[src/rtl/switch_debouncer.sv]
// Input conditioning for the LED blinker: two-flop synchroniser plus an independent
// debounce counter per switch channel, producing clean levels and one-cycle edge pulses.
module switch_debouncer #(
  parameter int NUM_SW         = 3,
  parameter int DEBOUNCE_LIMIT = 250000,
  parameter int CNT_W          = 18
) (
  input  logic              i_clock,
  input  logic              i_reset_n,
  input  logic [NUM_SW-1:0] i_sw_raw,
  output logic [NUM_SW-1:0] o_sw_clean,
  output logic [NUM_SW-1:0] o_sw_rise,
  output logic [NUM_SW-1:0] o_sw_fall
);

  typedef enum logic [1:0] {
    ST_STABLE   = 2'd0,
    ST_COUNTING = 2'd1,
    ST_ACCEPT   = 2'd2
  } chan_state_e;

  localparam logic [CNT_W-1:0] LAST_CNT = CNT_W'(DEBOUNCE_LIMIT - 1);

  logic [NUM_SW-1:0] sync1_q;
  logic [NUM_SW-1:0] sync2_q;

  always_ff @(posedge i_clock or negedge i_reset_n) begin
    if (!i_reset_n) begin
      sync1_q <= '0;
      sync2_q <= '0;
    end else begin
      sync1_q <= i_sw_raw;
      sync2_q <= sync1_q;
    end
  end

  for (genvar g = 0; g < NUM_SW; g++) begin : g_chan
    // chan_state is the per-channel decode of the current cycle, kept visible for checkers.
    chan_state_e      chan_state;
    logic [CNT_W-1:0] cnt_q;
    logic [CNT_W-1:0] cnt_d;
    logic             clean_q;
    logic             clean_d;
    logic             rise_q;
    logic             rise_d;
    logic             fall_q;
    logic             fall_d;

    always_comb begin
      chan_state = ST_STABLE;
      cnt_d      = '0;
      clean_d    = clean_q;
      rise_d     = 1'b0;
      fall_d     = 1'b0;
      if (sync2_q[g] != clean_q) begin
        if (cnt_q == LAST_CNT) begin
          chan_state = ST_ACCEPT;
          clean_d    = sync2_q[g];
          rise_d     = sync2_q[g];
          fall_d     = ~sync2_q[g];
        end else begin
          chan_state = ST_COUNTING;
          cnt_d      = cnt_q + CNT_W'(1);
        end
      end
    end

    always_ff @(posedge i_clock or negedge i_reset_n) begin
      if (!i_reset_n) begin
        cnt_q   <= '0;
        clean_q <= 1'b0;
        rise_q  <= 1'b0;
        fall_q  <= 1'b0;
      end else begin
        cnt_q   <= cnt_d;
        clean_q <= clean_d;
        rise_q  <= rise_d;
        fall_q  <= fall_d;
      end
    end

    assign o_sw_clean[g] = clean_q;
    assign o_sw_rise[g]  = rise_q;
    assign o_sw_fall[g]  = fall_q;
  end

endmodule
[config.mk]
export PLATFORM = sky130hd
export DESIGN_NAME = switch_debouncer
export DESIGN_NICKNAME = d
export VERILOG_FILES = /design/src/rtl/switch_debouncer.sv
export SDC_FILE = /design/constraint.sdc
export NUM_CORES = 1
export LEC_CHECK = 0
export CORE_MARGIN = 2
export CORE_UTILIZATION = 55
export DETAILED_ROUTE_END_ITERATION = 7
export PLACE_DENSITY = 0.73
export SYNTH_ARGS = -nofsm -noshare
export SYNTH_HDL_FRONTEND = slang
export SYNTH_SLANG_ARGS = --single-unit
[constraint.sdc]
create_clock -name i_clock -period 3.3 [get_ports i_clock]
set_input_delay 0.66 -clock i_clock [delete_from_list [all_inputs] [get_ports i_clock]]
set_output_delay 0.66 -clock i_clock [all_outputs]
set_load 0.005 [all_outputs]
==> results.json <==
{
  "status": "finished, final reports clean",
  "p_leak_nw": 1.46,
  "power.switching_uw": 395,
  "yosysWarningCount": 0,
  "postSynthAreaPerCell_um2": 10.6,
  "finalHoldViolCount": 0,
  "die_area_um2": 6530,
  "critical_path_class": "flop to flop",
  "ctsHoldBuffers": 0,
  "endpoint_kind": "flop",
  "cts_tree": "done",
  "pwr-share-clk": 0.435,
  "p_sw_frac": 0.242,
  "insertion_delay_ns": 0.35,
  "gr-total-overflow": 0,
  "worst-r2r-setup-slack_ns": 1.18,
  "synthCells": 306,
  "firstDrtPassIters": 4,
  "first_iter_violations": 86,
  "slew_headroom": 0.391,
  "route.detailed.drc": 0,
  "port_buffers": 13,
  "drv_cap": 0,
  "ys_ff_latch": 69,
  "dp.cells": 382,
  "clk_pin_slew_ns": 0.08,
  "rr_worst_depth": 4,
  "final_cells": 398,
  "start_util": 0.578,
  "power.total_mw": 1.63,
  "place_hpwl_um": 3690,
  "nFillCells": 456,
  "synth_compound_area_frac": 0.0590,
  "cp.required_ns": 3.50,
  "nNetsFinal": 329,
  "period_minus_slack_ns": 2.12,
  "fin_skew_ns": 0.0109,
  "worst_slew_pin_slew_ns": 0.911,
  "power_frac_seq": 0.533,
  "core_um2": 5610,
  "synth.cell_area_um2": 3240,
  "power.internal_mw": 1.24,
  "grt_max_degree": 40,
  "row_count": 27,
  "dieWidth_um": 80.8,
  "synth-adder-area-share": 0.0116,
  "ios": 14,
  "drive_gt1_frac": 0.107,
  "area_delta_synth_final_pct": 11.1,
  "rsz0062_at_grt": "no",
  "clock_path_buffers": 2,
  "fin_setup_tns_ns": 0,
  "numCtsBuffers": 9,
  "yosysSeqAreaShare": 0.532,
  "slew_violations": 0,
  "rr_endpoint": "g_chan[0].cnt_q[5]$_DFF_PN0_",
  "combinationalPowerShare": 0.032,
  "synth_cell_types": 34,
  "ctsResizeCount": 0,
  "period_share": 0.642,
  "post_cts.repair.setup_buffers": 0,
  "grt_pass1_vias": 2103,
  "crit_arrival_ns": 2.32,
  "synth_nets": 314,
  "critPathMaxFanout": 17,
  "synthXorXnorAreaFrac": 0.111,
  "synth_edf_count": 0,
  "dieHeight_um": 80.8,
  "synthMuxAreaShare": 0.0127,
  "power_density_nw_per_um2": 452,
  "synth_top_family_by_area": "simple AND/OR/NAND/NOR gates",
  "async_reset_ff_frac": 1.00,
  "setup_viol": 0,
  "cts.sinks": 69,
  "hold_class": "input pin to async pin",
  "wl_um": 5560,
  "grt_usage": 0.197,
  "worstSetupStartpointType": "flop",
  "via_per_inst": 5.60,
  "cts.root.buffer_cell": "clkbuf_8",
  "antenna_cells": 0,
  "timing.fmax_mhz": 472,
  "vias": 2230,
  "synth_flop_cell": "dfrtp_1",
  "r2r_start": "g_chan[0].cnt_q[10]$_DFF_PN0_",
  "antenna_found_initial": 0,
  "wl_per_cell_um": 14.0,
  "ant_nets": 0,
  "vdd.ir_drop.worst_uv": 319,
  "synth_simple_gate_area_frac": 0.239,
  "grt_pass1_wl_um": 9760,
  "place_congestion": 0.808,
  "htreeDepth": 3
}
-- Yosys cell counts (3+ instances only) --
master | n | share of area
nand4_1 | 14 | 0.027
o31ai_1 | 5 | 0.012
nand3_1 | 19 | 0.029
nand2_1 | 14 | 0.016
buf_4 | 9 | 0.021
or4_1 | 6 | 0.014
ha_1 | 3 | 0.012
nor3b_1 | 6 | 0.014
dfrtp_1 | 69 | 0.53
or3_1 | 4 | 0.0077
nor2_1 | 51 | 0.059
nor4_1 | 9 | 0.017
nor3_1 | 6 | 0.0093
or4_4 | 3 | 0.010
xnor2_1 | 28 | 0.076
inv_1 | 8 | 0.0093
o21ai_0 | 3 | 0.0046
xor2_1 | 13 | 0.035
buf_2 | 3 | 0.0046
and4_1 | 3 | 0.0081
a21oi_1 | 10 | 0.015
-- area by class of cell --
type	instances	area (um2)	area share
tap	72	90.1	0.0250
inverter	8	30.0	0.00833
multi-input combinational	217	1400	0.389
sequential	69	1730	0.479
clock inverter	7	82.6	0.0229
clock buffer	9	124	0.0344
timing repair buffer	16	148	0.0410
-- power by group through the flow --
stage                     combinational [mW]  sequential (mW)  clock (mW)
after floorplan                       0.0255            0.883           0
after global placement                0.0530            0.885           0
after detailed placement              0.0537            0.886           0
after CTS                             0.0541            0.869       0.733
after global routing                  0.0611            0.871       0.767
final                                 0.0523            0.870       0.709
-- metrics by stage --
step | setup slack, ns | instance area [um2] | utilization | hold WS [ns]
6_report | 1.18 | 3600 | 0.643 | 0.145
5_1_grt | 1.01 | 3600 | 0.643 | 0.128
4_1_cts | 1.17 | 3600 | 0.643 | 0.133
3_5_place_dp | 1.18 | 3400 | 0.606 | 0.337
3_3_place_gp | 1.21 | 3400 | 0.606 | 0.336
2_1_floorplan | 1.40 | 3240 | - | 0.331
-- flip-flops by register name (all words and copies together), names as in the netlist --
signal	cells
g_chan.rise_q	3
g_chan.fall_q	3
sync2_q	3
g_chan.clean_q	3
g_chan.cnt_q	54
sync1_q	3
-- cells by family after synthesis --
group | count (synthesis)
AND/OR/NAND/NOR | 147
flip-flops | 69
XOR/XNOR | 41
AO/OA/AOI/OAI | 23
buffers and inverters | 20
multiplexers | 3
adder cells (fa/ha/maj) | 3
-- per-layer routing --
| metal | routed length [um] | track usage |
|---|---|---|
| met5 | 0 | 0 |
| met4 | 53 | 0.0780 |
| met3 | 220 | 0.0633 |
| met2 | 2580 | 0.294 |
| met1 | 2710 | 0.271 |
-- cell usage in the layout, fill, tap and decap left out, types with 2 or more instances in the layout --
cell,Yosys,final
a21oi_1,10,10
and3_1,2,2
and3_2,2,2
and4_1,3,3
buf_4,9,3
clkbuf_8,0,9
clkdlybuf4s50_1,0,12
clkinvlp_4,0,2
dfrtp_1,69,69
ha_1,3,3
inv_1,8,8
inv_6,0,2
mux2_4,2,2
nand2_1,14,14
nand3_1,19,19
nand4_1,14,14
nor2_1,51,51
nor3_1,6,6
nor3b_1,6,6
nor4_1,9,9
o21ai_0,3,3
o31ai_1,5,5
o41ai_1,2,2
o41ai_4,2,2
or2_2,2,2
or3_1,4,4
or3b_2,2,2
or4_1,6,6
or4_4,3,3
xnor2_1,28,28
xor2_1,13,13
-- worst max-delay path: stages (launching register included) --
cell and delay (ns):
dfrtp_1 0.44, nor4_1 0.29, nand4_1 0.21, o41ai_4 0.91, nor2_1 0.12
-- worst max path at each step --
stage,to,slack [ns],cells after the start,start
after floorplan,g_chan[2].clean_q$_DFFE_PN0P_,1.40,3,g_chan[2].cnt_q[11]$_DFF_PN0_
after global placement,g_chan[0].cnt_q[14]$_DFF_PN0_,1.21,4,g_chan[0].cnt_q[10]$_DFF_PN0_
after detailed placement,g_chan[0].cnt_q[14]$_DFF_PN0_,1.18,4,g_chan[0].cnt_q[10]$_DFF_PN0_
after CTS,g_chan[0].cnt_q[6]$_DFF_PN0_,1.17,4,g_chan[0].cnt_q[10]$_DFF_PN0_
after global routing,g_chan[0].cnt_q[5]$_DFF_PN0_,1.01,4,g_chan[0].cnt_q[10]$_DFF_PN0_
final,g_chan[0].cnt_q[5]$_DFF_PN0_,1.18,4,g_chan[0].cnt_q[10]$_DFF_PN0_
Power figures use the tool's default switching activity.
